$ cat config.mk
export PLATFORM = sky130hd
export DESIGN_NAME = pedge_event_q
export DESIGN_NICKNAME = d
export VERILOG_FILES = /design/src/rtl/pedge_event_q.sv
export SDC_FILE = /design/constraint.sdc
export NUM_CORES = 1
export LEC_CHECK = 0
export ABC_AREA = 1
export CAP_MARGIN = 10
export CORE_ASPECT_RATIO = 2
export CORE_MARGIN = 2
export CORE_UTILIZATION = 50
export CTS_CLUSTER_DIAMETER = 30
export CTS_CLUSTER_SIZE = 30
export DETAILED_ROUTE_END_ITERATION = 8
export PLACE_DENSITY_LB_ADDON = 0.1
export SKIP_CTS_REPAIR_TIMING = 1
export SKIP_LAST_GASP = 1
export SLEW_MARGIN = 25
export SYNTH_ARGS = -nofsm -noshare
export SYNTH_HDL_FRONTEND = slang
export SYNTH_SLANG_ARGS = --single-unit
$ cat constraint.sdc
create_clock -name clk -period 7.9 [get_ports clk]
set_input_delay 0.79 -clock clk [delete_from_list [all_inputs] [get_ports clk]]
set_output_delay 0.79 -clock clk [all_outputs]
set_load 0.005 [all_outputs]
$ cat src/rtl/pedge_event_q.sv
// pedge_event_q
// Turns one-cycle positive-edge pulses into a stream of discrete events.
// Each pulse is held in a sticky per-bit pending register together with the
// timestamp of its first capture. Pending bits are dispatched lowest index
// first into a small FIFO, whose head is presented on a valid/ready stream.
// Pulses that arrive while their bit is still pending are merged into that
// event. The event is flagged as overflowed, and the merge is counted in a
// saturating drop counter.
//
// Ports:
//   clk        rising-edge clock
//   rst_n      asynchronous active-low reset
//   pulse_in   WIDTH one-cycle edge pulses, sampled every rising edge
//   evt_valid  FIFO head holds an event
//   evt_ready  sink accepts the head when evt_valid && evt_ready
//   evt_idx    bit index of the head event
//   evt_ts     timestamp of the first capture of that edge
//   evt_ovf    further pulses on that bit were merged before dispatch
//   pending    current sticky pending bits
//   drop_cnt   saturating count of merged (coalesced) pulses
module pedge_event_q #(
   parameter int WIDTH = 8,
   parameter int TS_W  = 16,
   parameter int DEPTH = 4,
   localparam int IW   = (WIDTH > 1) ? $clog2(WIDTH) : 1
) (
   input  logic              clk,
   input  logic              rst_n,
   input  logic [WIDTH-1:0]  pulse_in,
   output logic              evt_valid,
   input  logic              evt_ready,
   output logic [IW-1:0]     evt_idx,
   output logic [TS_W-1:0]   evt_ts,
   output logic              evt_ovf,
   output logic [WIDTH-1:0]  pending,
   output logic [7:0]        drop_cnt
);

   localparam int AW = $clog2(DEPTH);

   logic [TS_W-1:0]  ts;
   logic [TS_W-1:0]  cap_ts [WIDTH];
   logic [WIDTH-1:0] ovf;

   logic [IW-1:0]    sel;
   logic             push;
   logic             pop;
   logic             full;
   logic             empty;
   logic [WIDTH-1:0] dispatched;
   logic [WIDTH-1:0] capture;
   logic [WIDTH-1:0] coalesce;
   logic [15:0]      coal_cnt;
   logic [15:0]      drop_sum;
   logic [7:0]       drop_next;

   logic [AW:0]      count;
   logic [AW-1:0]    wr_ptr;
   logic [AW-1:0]    rd_ptr;
   logic [IW-1:0]    mem_idx [DEPTH];
   logic [TS_W-1:0]  mem_ts  [DEPTH];
   logic             mem_ovf [DEPTH];

   // Free-running timestamp. A pulse sampled at an edge is stamped with the
   // value held before that edge, so the first edge after reset stamps 0.
   always_ff @(posedge clk or negedge rst_n) begin
      if (!rst_n) begin
         ts <= '0;
      end else begin
         ts <= ts + 1'b1;
      end
   end

   // Fixed-priority pick of the lowest pending index. The loop scans from the
   // top down, so the last hit (the lowest index) wins. High bits can starve
   // under a steady low-index stream, and that is accepted.
   always_comb begin
      sel = '0;
      for (int i = WIDTH - 1; i >= 0; i--) begin
         if (pending[i]) begin
            sel = IW'(i);
         end
      end
   end

   // The FIFO handshake. A push may share a cycle with a pop even when the
   // FIFO is full, because the pop frees the slot on the same edge.
   assign full      = (count == (AW+1)'(DEPTH));
   assign empty     = (count == '0);
   assign pop       = evt_valid && evt_ready;
   assign push      = (|pending) && (!full || pop);
   assign evt_valid = !empty;

   // Classify each bit's pulse for this edge. A bit that is being dispatched
   // now is free again. A pulse on that bit starts a fresh event instead of
   // being merged into the one that is leaving.
   always_comb begin
      dispatched = '0;
      if (push) begin
         dispatched[sel] = 1'b1;
      end
      capture  = pulse_in & (~pending | dispatched);
      coalesce = pulse_in & pending & ~dispatched;
   end

   // Add this cycle's merged pulses to the drop counter. The counter sticks
   // at 255 rather than wrapping, so a large count is never misread as small.
   always_comb begin
      coal_cnt = '0;
      for (int i = 0; i < WIDTH; i++) begin
         coal_cnt = coal_cnt + 16'(coalesce[i]);
      end
      drop_sum  = {8'b0, drop_cnt} + coal_cnt;
      drop_next = (drop_sum > 16'd255) ? 8'hFF : drop_sum[7:0];
   end

   always_ff @(posedge clk or negedge rst_n) begin
      if (!rst_n) begin
         drop_cnt <= '0;
      end else begin
         drop_cnt <= drop_next;
      end
   end

   // Per-bit sticky pending state. A capture restarts the event, and it takes
   // priority over clearing on dispatch. A merge only sets the overflow flag
   // and keeps the original timestamp.
   always_ff @(posedge clk or negedge rst_n) begin
      if (!rst_n) begin
         pending <= '0;
         ovf     <= '0;
         for (int i = 0; i < WIDTH; i++) begin
            cap_ts[i] <= '0;
         end
      end else begin
         for (int i = 0; i < WIDTH; i++) begin
            if (capture[i]) begin
               pending[i] <= 1'b1;
               cap_ts[i]  <= ts;
               ovf[i]     <= 1'b0;
            end else if (coalesce[i]) begin
               ovf[i]     <= 1'b1;
            end else if (dispatched[i]) begin
               pending[i] <= 1'b0;
            end
         end
      end
   end

   // Event FIFO storage and pointers. The pointers wrap naturally because
   // DEPTH is a power of two. Storage is cleared on reset, so the head
   // outputs read zero until the first event arrives.
   always_ff @(posedge clk or negedge rst_n) begin
      if (!rst_n) begin
         wr_ptr <= '0;
         rd_ptr <= '0;
         count  <= '0;
         for (int i = 0; i < DEPTH; i++) begin
            mem_idx[i] <= '0;
            mem_ts[i]  <= '0;
            mem_ovf[i] <= 1'b0;
         end
      end else begin
         if (push) begin
            mem_idx[wr_ptr] <= sel;
            mem_ts[wr_ptr]  <= cap_ts[sel];
            mem_ovf[wr_ptr] <= ovf[sel];
            wr_ptr          <= wr_ptr + 1'b1;
         end
         if (pop) begin
            rd_ptr <= rd_ptr + 1'b1;
         end
         case ({push, pop})
            2'b10:   count <= count + 1'b1;
            2'b01:   count <= count - 1'b1;
            default: count <= count;
         endcase
      end
   end

   // The head fields come straight from registered storage, so they stay
   // stable while the sink stalls.
   assign evt_idx = mem_idx[rd_ptr];
   assign evt_ts  = mem_ts[rd_ptr];
   assign evt_ovf = mem_ovf[rd_ptr];

endmodule

# Yosys cells after proc, flatten, opt, wreduce, memory -nomap -nowiden
# Index checks and enable logic that the tools add are counted.
classes:
  n_eq_ne: 11
  addsub: 13
  reduce_logical: 34
  bitwise: 9
  muxes: 76
  magnitude_cmp: 7
op_table:
  columns: ["operator", "n"]
  rows:
  - ["2-to-1 mux 16 bit", 5]
  - ["bitwise mux 64 bit", 1]
  - ["binary-select mux 16 bit (select 3 bit)", 1]
  - ["2-to-1 mux 1 bit", 45]
  - ["nonzero test 2 bit", 17]
  - ["2-to-1 mux 3 bit", 11]
  - ["binary-select mux 16 bit (select 2 bit)", 1]
  - ["demux 16 bit (select 2 bit)", 1]
  - ["bitwise AND 8 bit", 3]
  - ["adder 16 x 1 -> 16 bit, second input constant", 1]
  - ["2-to-1 mux 8 bit", 2]
  - ["inequality test 2 bit, second input constant", 8]
  - ["NOT 8 bit", 2]
  - ["AND reduction 2 bit", 8]
  - ["bitwise mux 12 bit", 1]
  - ["adder 8 x 8 -> 9 bit", 1]
  - ["greater-than comparator 9 x 8 -> 1 bit, second input constant", 1]
  - ["adder 7 x 1 -> 8 bit", 1]
  - ["bitwise OR 8 bit", 1]
  - ["OR reduction 8 bit", 1]
  - ["adder 6 x 1 -> 7 bit", 1]
  - ["adder 5 x 1 -> 6 bit", 1]
  - ["binary-select mux 3 bit (select 2 bit)", 1]
  - ["demux 3 bit (select 2 bit)", 1]
  - ["27 further kinds", 34]
totals:
  inputBits: 11
  regBits: 255
  out_inout_bits: 37
  elab_cells: 191

# Logic depth before layout (Yosys ltp)
# Gate-level depths: netlist (run 1).
logic_depth:
  word_depth: 25
  mapped_depth: 27
  ltp_nobuf: 27

# Worst setup path after synthesis (run 1)
# Ideal clock, no wire load.
synth_timing:
  kind: "in2reg"
  start: "input port evt_ready"
  end: "register drop_cnt[2]"
  n_path_buf: 1
  arrival_time_ns: 4.301
  stages: 21
  path_slack_ns: 3.467
  setup_ns: 0.132
  required_time_ns: 7.768
  path_cell_list: "nor4_1 nor2_4 buf_6 nand3_1 nand2_1 nor2_1 fa_1 inv_1 fa_1 inv_1 fa_1 fa_1 inv_1 fa_1 nor2_1 o21ai_0 nand2_1 nand2_1 nor2_1 nand2_1 o21ai_0"
synth_between:
  elab_chain_len: 16
synth_rtl:
  columns: ["element", "line_no", "text"]
  rows:
  - ["start, declared", "31", "input logic evt_ready,"]
  - ["logical AND 1 bit *", "90", "assign pop = evt_valid && evt_ready;"]
  - ["logical OR 1 bit *", "91", "assign push = (|pending) && (!full || pop);"]
  - ["logical AND 1 bit *", "91", null]
  - ["2-to-1 mux 8 bit *", "99", "if (push) begin"]
  - ["NOT 8 bit *", "103", "coalesce = pulse_in & pending & ~dispatched;"]
  - ["bitwise AND 8 bit *", "103", null]
  - ["adder 1 x 1 -> 2 bit", "111", "coal_cnt = coal_cnt + 16'(coalesce[i]);"]
  - ["adder 2 x 1 -> 3 bit", "111", null]
  - ["adder 3 x 1 -> 4 bit", "111", null]
  - ["adder 4 x 1 -> 5 bit", "111", null]
  - ["adder 5 x 1 -> 6 bit", "111", null]
  - ["adder 6 x 1 -> 7 bit", "111", null]
  - ["adder 7 x 1 -> 8 bit *", "111", null]
  - ["adder 8 x 8 -> 9 bit *", "113", "drop_sum = {8'b0, drop_cnt} + coal_cnt;"]
  - ["greater-than comparator 9 x 8 -> 1 bit", "114", "drop_next = (drop_sum > 16'd255) ? 8'hFF : drop_sum[7:0];"]
  - ["2-to-1 mux 8 bit *", "114", null]
  - ["via drop_next[2]", "55", "logic [7:0] drop_next;"]
  - ["end signal, assigned", "121", "drop_cnt <= drop_next;"]
  - ["end, declared", "36", "output logic [7:0] drop_cnt"]
# The timed path passes the listed nets; every way through them passes the cells marked *.
# A chain may end at the register's enable or synchronous reset.

# Final worst setup path (run 1)
layout_timing:
  start: "register pending[0]"
  end: "register drop_cnt[3]"
layout_between:
  elab_chain_len: 18
  word_cells_on_any_way: 22
  cone_classes: "add/sub (8); order compare (3); mux (5); bitwise (3); reduce/logical (3)"
layout_rtl:
  columns: ["element", "line_no", "text"]
  rows:
  - ["start, declared", "35", "output logic [WIDTH-1:0] pending,"]
  - ["start signal, assigned", "130", "pending <= '0;"]
  - ["start signal, assigned by index", "138", "pending[i] <= 1'b1;"]
  - ["start signal, assigned by index", "144", "pending[i] <= 1'b0;"]
  - ["2-to-1 mux 3 bit", "80", "if (pending[i]) begin"]
  - ["< comparator 3 x 4 -> 1 bit (not written as such) or >= comparator 3 x 1 -> 1 bit (tied branches)", "100", "dispatched[sel] = 1'b1;"]
  - ["logical AND 1 bit (not written as such)", "100", null]
  - ["2-to-1 mux 1 bit (not written as such)", "100", null]
  - ["demux 1 bit (select 3 bit)", "100", null]
  - ["2-to-1 mux 8 bit", "99", null]
  - ["NOT 8 bit", "103", null]
  - ["bitwise AND 8 bit *", "103", null]
  - ["[3 not listed]", null, null]
  - ["adder 4 x 1 -> 5 bit", "111", null]
  - ["adder 5 x 1 -> 6 bit", "111", null]
  - ["adder 6 x 1 -> 7 bit", "111", null]
  - ["adder 7 x 1 -> 8 bit *", "111", null]
  - ["adder 8 x 8 -> 9 bit *", "113", null]
  - ["greater-than comparator 9 x 8 -> 1 bit", "114", null]
  - ["2-to-1 mux 8 bit *", "114", null]
  - ["via drop_next[3]", "55", null]
# Marked as above.

==> results of run 1 <==
synth_stat cells (all sizes together):
cell type,number,area share [%]
nand4,1,0.052
nand2,438,14
nor4,2,0.10
xor2,16,1.2
a21oi,3,0.12
nor2,65,2.2
clkinv,1,0.031
ha,12,1.2
or2,1,0.052
fa,6,0.99
nor3,5,0.29
xnor2,1,0.072
nand3b,32,2.0
o22ai,20,1.0
dfrtp,255,53
o21ai,266,11
buf,42,1.9
o21a,4,0.25
nand3,120,5.0
clkbuf,34,1.1
inv,163,5.0
flip-flops by register name, summed over array words and instances, names as in the netlist:
register	cells
cap_ts	128
mem_ts	64
ts	16
mem_idx	12
drop_cnt	8
ovf	8
pending	8
mem_ovf	4
count	3
rd_ptr	2
wr_ptr	2
cells by family after synthesis:
family,Yosys count
fa+ha+maj,18
xor+xnor,17
flops,255
buf+inv,240
compound gates,293
simple gates,664
metal layers:
layer | track usage, % | up-vias | wire length, um
met1 | 31.92 | 4710 | 12650
met4 | 9.323 | 0 | 925
li1 | - | 4829 | -
met2 | 44.30 | 191 | 15790
met5 | 0 | - | 0
met3 | 2.760 | 54 | 1092
how the worst max path moves through the flow:
| stage | startpoint | endpoint | cells after the start |
|---|---|---|---|
| detailed placement | evt_ready | drop_cnt[3]$_DFF_PN0_ | 20 |
| global placement | pending[0]$_DFFE_PN0P_ | drop_cnt[3]$_DFF_PN0_ | 21 |
| CTS | pending[0]$_DFFE_PN0P_ | drop_cnt[3]$_DFF_PN0_ | 21 |
| finish | pending[0]$_DFFE_PN0P_ | drop_cnt[3]$_DFF_PN0_ | 21 |
| floorplan | evt_ready | drop_cnt[2]$_DFF_PN0_ | 21 |
| global route | pending[0]$_DFFE_PN0P_ | drop_cnt[3]$_DFF_PN0_ | 21 |
layout make-up:
cell class | instances | area, um^2
fill | 2220 | 9846
sequential | 255 | 6381
multi-input combinational | 992 | 4765
clock buffer | 47 | 1033
inverter | 164 | 615.6
timing repair buffer | 60 | 605.6
tap | 287 | 359.1
clock inverter | 17 | 217.7
per-stage QoR:
step,hold WS (ps),total power [W],cells
after floorplan,441.6,0.002992,1487
after global placement,455.3,0.003599,1757
after detailed placement,460.1,0.003633,1757
final,240.7,0.005270,1822
after global routing,283.2,0.005649,1822
after CTS,261.8,0.005311,1821
power groups by stage:
stage | clock, W | combinational, W | sequential, W
after CTS | 0.00169 | 0.00175 | 0.00187
after global routing | 0.00174 | 0.00199 | 0.00192
final | 0.00166 | 0.00174 | 0.00187
after detailed placement | 0 | 0.00174 | 0.00189
after floorplan | 0 | 0.00116 | 0.00183
after global placement | 0 | 0.00172 | 0.00188
worst max-delay path, delay by kind of cell (launching register included):
kind / cells / cell delay, ps
compound gates: 2 / 270
fa+ha+maj: 4 / 1500
buf+inv: 4 / 820
flops: 1 / 430
simple gates: 11 / 2350
==> flow_metrics.py, run 1 <==
metrics = {
    "timing": {
        "worst_pin_slew_ps": 863.3,
        "finalSetupViolations": 0,
        "setup_tns_ps": 0,
        "final.min_clock_period_ps": 5518,
        "max_slew_margin_pct": 42.45,
        "fin_worst_skew_ps": 10.50,
        "hold_viol": 0,
        "grt_setup_unrepaired": "no",
        "period_share_pct": 69.85,
        "setup_slack_ps": 2382,
        "fmax_mhz": 181.2,
        "slew_violations": 0,
    },
    "placed_design": {
        "dp_hpwl_um": 19280,
        "placed_area_um2": 12690,
        "gp_congestion": 0.8105,
        "place_ws_ps": 2362,
        "numPortBuffers": 47,
    },
    "floorplan": {
        "core-area_um2": 23820,
        "fp.dieArea_um2": 25570,
        "pin_count": 48,
        "rows": 80,
        "initial_core_util_pct": 50.86,
        "die_x_um": 114.1,
        "die_h_um": 224.2,
    },
    "drt": {
        "wl_um": 30460,
        "drt-pass1-iter-count": 5,
        "vias": 9784,
        "drt-initial-drc-count": 739,
        "ant_nets": 0,
        "drc_errors": 0,
        "avgRoutedWirePerCell_um": 16.72,
        "via_per_inst": 5.370,
    },
    "power": {
        "irDropWorstVdd_mv": 0.2343,
        "seqPwrFrac_pct": 35.5,
        "p_clk_share_pct": 31.5,
        "combPwrFrac_pct": 33.0,
        "internal_power_w": 0.003418,
        "power.leakage_nw": 6.920,
        "p_sw_share_pct": 35.13,
        "p_switching_w": 0.001851,
        "power_density_nw_per_um2": 377.0,
    },
    "global_routing": {
        "grt_use_total_pct": 25.25,
        "antenna_found_initial": 0,
        "grt_pass1_wl_um": 51020,
        "grt_pass1_vias": 9807,
        "grt_max_degree": 187,
        "gr-total-overflow": 0,
    },
    "clock_network": {
        "cts.sinks": 255,
        "cts_made_buffers": 37,
        "cts_tree": "built",
        "clk_transition_reported_paths_ps": 50,
        "clock_latency_ps": 510,
        "clockBufferDepth": 3,
        "root_buffer": "clkbuf_16",
        "htree_levels": 2,
    },
    "setup_path": {
        "reg2reg_depth": 21,
        "cpMostUsedCell": "nand2_1",
        "ff2ff_setup_slack_ps": 2380,
        "crit_chain": "inv_2 > buf_4 > nand3_2 > nor2_2 > nand3_1 > nand2_1 > nand2_2 > nand2_1 > fa_1 > inv_1 > fa_1 > fa_1 > inv_1 > fa_1 > nor2_1 > o21ai_0 > nand2_1 > nand2_1 > nor2_1 > nand2_1 > o21ai_0",
        "r2r-start": "pending[0]$_DFFE_PN0P_",
        "crit_arrival_ps": 5880,
        "cpPeakStageDelay_ps": 690,
        "worstPathRequired_ps": 8260,
        "slowest_stage": "nor2_2",
        "cp-start-kind": "register",
        "cp_max_fo": 73,
        "r2r-end": "drop_cnt[3]$_DFF_PN0_",
        "critPathKind": "reg -> reg",
        "critPathCaptureType": "register",
    },
    "final_layout": {
        "syn2layout_area_growth_pct": 15.36,
        "fin_util_pct": 58.67,
        "most-common-layout-cells": "nand2_1, dfrtp_1, o21ai_1, inv_1, nand3_1",
        "mostFrequentLayoutCell": "nand2_1",
        "layout-drive-gt1-share_pct": 6.710,
        "diodes": 0,
        "fin_area_um2": 13980,
        "layout.nets": 1539,
    },
    "logic_synthesis": {
        "seq_area_frac_synth_pct": 52.66,
        "synthesis.nets": 1516,
        "synth-seq-cells": 255,
        "yosys.area_share.simple_pct": 23.43,
        "yosys_warnings": 0,
        "synth_area_per_cell_um2": 8.148,
        "syn_inst": 1487,
        "synth_fa_ha_area_share_pct": 2.230,
        "synthMuxAreaShare_pct": 0,
        "synth_compound_area_share_pct": 12.39,
        "synth_top_family_by_area": "simple AND/OR/NAND/NOR gates",
        "syn-cell-area_um2": 12120,
        "synthXorXnorAreaFrac_pct": 1.229,
        "synthDistinctLibCells": 31,
    },
    "worst_hold_path": {
        "hp-class": "in -> async",
    },
    "flow_run": {
        "drv_cap": 0,
    },
    "outcome": {
        "outcome": "completed",
    },
}
No activity file was read; power rests on OpenSTA's default activity.
==> run 2: changes to the inputs <==
==> constraint.sdc (replaced) <==
create_clock -name clk -period 5.4 [get_ports clk]
set_input_delay 0.54 -clock clk [delete_from_list [all_inputs] [get_ports clk]]
set_output_delay 0.54 -clock clk [all_outputs]
set_load 0.005 [all_outputs]
==> run 2 against run 1 <==
- setup slack lost 1800 ps
- combinational power grew 48%
- non-clock buffer count grew 6
- highest routed layer unchanged
- worst hold slack gained 230 ps
- total power grew 46%
- maximum frequency grew 15%
- final area is essentially flat
- largest cell class unchanged
- clock-buffer cell count shrank 4
- first-iteration DRC count shrank 5.0%
- core utilization shrank 0.058 points
==> flow_metrics.py, run 2 (synthesis gave the netlist of run 1 again) <==
metrics = {
    "outcome": {
        "outcome": "completed",
    },
    "clock_network": {
        "cts_made_buffers": 35,
        "htree_levels": 2,
        "root_buffer": "clkbuf_16",
        "cts_tree": "built",
        "cts.sinks": 255,
        "clock_latency_ps": 510,
        "clk_transition_reported_paths_ps": 60,
        "clockBufferDepth": 3,
    },
    "global_routing": {
        "grt_max_degree": 129,
        "antenna_found_initial": 0,
        "grt_pass1_vias": 9684,
        "grt_use_total_pct": 25.43,
        "grt_pass1_wl_um": 50830,
        "gr-total-overflow": 0,
    },
    "power": {
        "p_total_w": 0.007686,
        "irDropWorstVdd_mv": 0.2983,
        "power_density_nw_per_um2": 550.4,
        "power.leakage_nw": 6.922,
    },
    "timing": {
        "max_slew_margin_pct": 39.55,
        "final.min_clock_period_ps": 4810,
        "period_share_pct": 89.07,
        "fmax_mhz": 207.9,
        "fin_worst_skew_ps": 13.40,
        "slew_violations": 0,
        "finalSetupViolations": 0,
        "grt_setup_unrepaired": "no",
        "hold_viol": 0,
        "setup_tns_ps": 0,
        "worst_pin_slew_ps": 906.8,
    },
    "setup_path": {
        "cp_max_fo": 15,
        "critPathCaptureType": "register",
        "reg2reg_depth": 22,
        "cp-start-kind": "register",
        "r2r-start": "pending[1]$_DFFE_PN0P_",
        "crit_arrival_ps": 5190,
        "worstPathRequired_ps": 5780,
        "critPathKind": "reg -> reg",
        "r2r-end": "drop_cnt[2]$_DFF_PN0_",
        "ff2ff_setup_slack_ps": 590,
    },
    "placed_design": {
        "placed_area_um2": 12720,
        "gp_congestion": 0.7969,
        "dp_hpwl_um": 18970,
        "numPortBuffers": 47,
    },
    "drt": {
        "drc_errors": 0,
        "vias": 9748,
        "drt-pass1-iter-count": 5,
        "wl_um": 31190,
        "ant_nets": 0,
        "avgRoutedWirePerCell_um": 17.08,
        "via_per_inst": 5.338,
        "drt-initial-drc-count": 702,
    },
    "final_layout": {
        "layout-drive-gt1-share_pct": 6.888,
        "diodes": 0,
        "fin_util_pct": 58.61,
        "syn2layout_area_growth_pct": 15.24,
        "regMostFlops": "cap_ts",
        "most-common-layout-cells": "nand2_1, dfrtp_1, o21ai_1, inv_1, nand3_1",
        "largest_reg_flops": 128,
        "mostFrequentLayoutCell": "nand2_1",
        "reg.largest.list": "cap_ts: 128 flops, mem_ts: 64 flops, ts: 16 flops",
        "fin_area_um2": 13960,
        "layout.nets": 1543,
    },
    "flow_run": {
        "drv_cap": 0,
    },
    "floorplan": {
        "core-area_um2": 23820,
        "fp.dieArea_um2": 25570,
        "initial_core_util_pct": 50.86,
        "die_h_um": 224.2,
        "pin_count": 48,
        "die_x_um": 114.1,
        "rows": 80,
    },
    "worst_hold_path": {
        "worstHoldPathCells": 2,
        "min_to": "mem_ts[46]$_DFFE_PN0P_",
        "hp-class": "reg -> reg",
        "min_from": "mem_ts[46]$_DFFE_PN0P_",
    },
}
==> run 2: per-stage QoR <==
stage	cells	setup slack [ps]	hold slack (ps)
floorplan	1487	1163	244.4
global placement	1762	299.5	456.6
detailed placement	1762	181.9	460.8
CTS	1824	582.6	162.2
global route	1826	110.3	487.6
finish	1826	590.1	472.4
==> run 2: how the worst max path moves through the flow <==
stage,from,to,slack [ps],depth (start not counted)
global placement,evt_ready,drop_cnt[2]$_DFF_PN0_,300,21
floorplan,pending[0]$_DFFE_PN0P_,drop_cnt[2]$_DFF_PN0_,1160,23
CTS,pending[1]$_DFFE_PN0P_,drop_cnt[2]$_DFF_PN0_,580,22
detailed placement,evt_ready,drop_cnt[3]$_DFF_PN0_,180,21
global route,pending[0]$_DFFE_PN0P_,drop_cnt[6]$_DFF_PN0_,110,22
finish,pending[1]$_DFFE_PN0P_,drop_cnt[2]$_DFF_PN0_,590,22
==> run 2: report_power, final <==
| group | total [W] | switching (W) | internal, W |
|---|---|---|---|
| Sequential | 0.00273 | 0.000303 | 0.00243 |
| Clock | 0.00238 | 0.000892 | 0.00149 |
| Combinational | 0.00257 | 0.00155 | 0.00102 |
| Total | 0.00769 | 0.00275 | 0.00494 |
==> run 2: metal layers <==
metal | vias up | routed length, um | track usage, %
li1 | 4836 | - | -
met1 | 4669 | 12720 | 30.90
met4 | 0 | 845 | 9.009
met2 | 185 | 16500 | 46.14
met3 | 58 | 1120 | 2.760
met5 | - | 0 | 0
==> run 2: cell type report <==
class | instances | area [um^2]
repair buffers | 66 | 640.6
inverters | 164 | 615.6
multi-input cells | 992 | 4762
flip-flops and latches | 255 | 6381
clock buffers | 43 | 968.4
clock inverters | 19 | 236.5
well taps | 287 | 359.1
fillers | 2229 | 9859
==> run 2: worst max-delay path, stage by stage, from the launching register on <==
cell and delay, ps:
dfrtp_1 390, inv_1 110, nand3_2 120, nor2_1 80, nor2_4 380, inv_2 80
o21ai_1 250, nor2_1 100, fa_1 510, inv_1 60, fa_1 540, inv_1 60
fa_1 500, fa_1 470, inv_1 80, fa_1 180, nor2_1 60, o21ai_0 140
nand2_1 80, nand2_1 120, nor2_1 70, nand2_1 180, o21ai_0 130
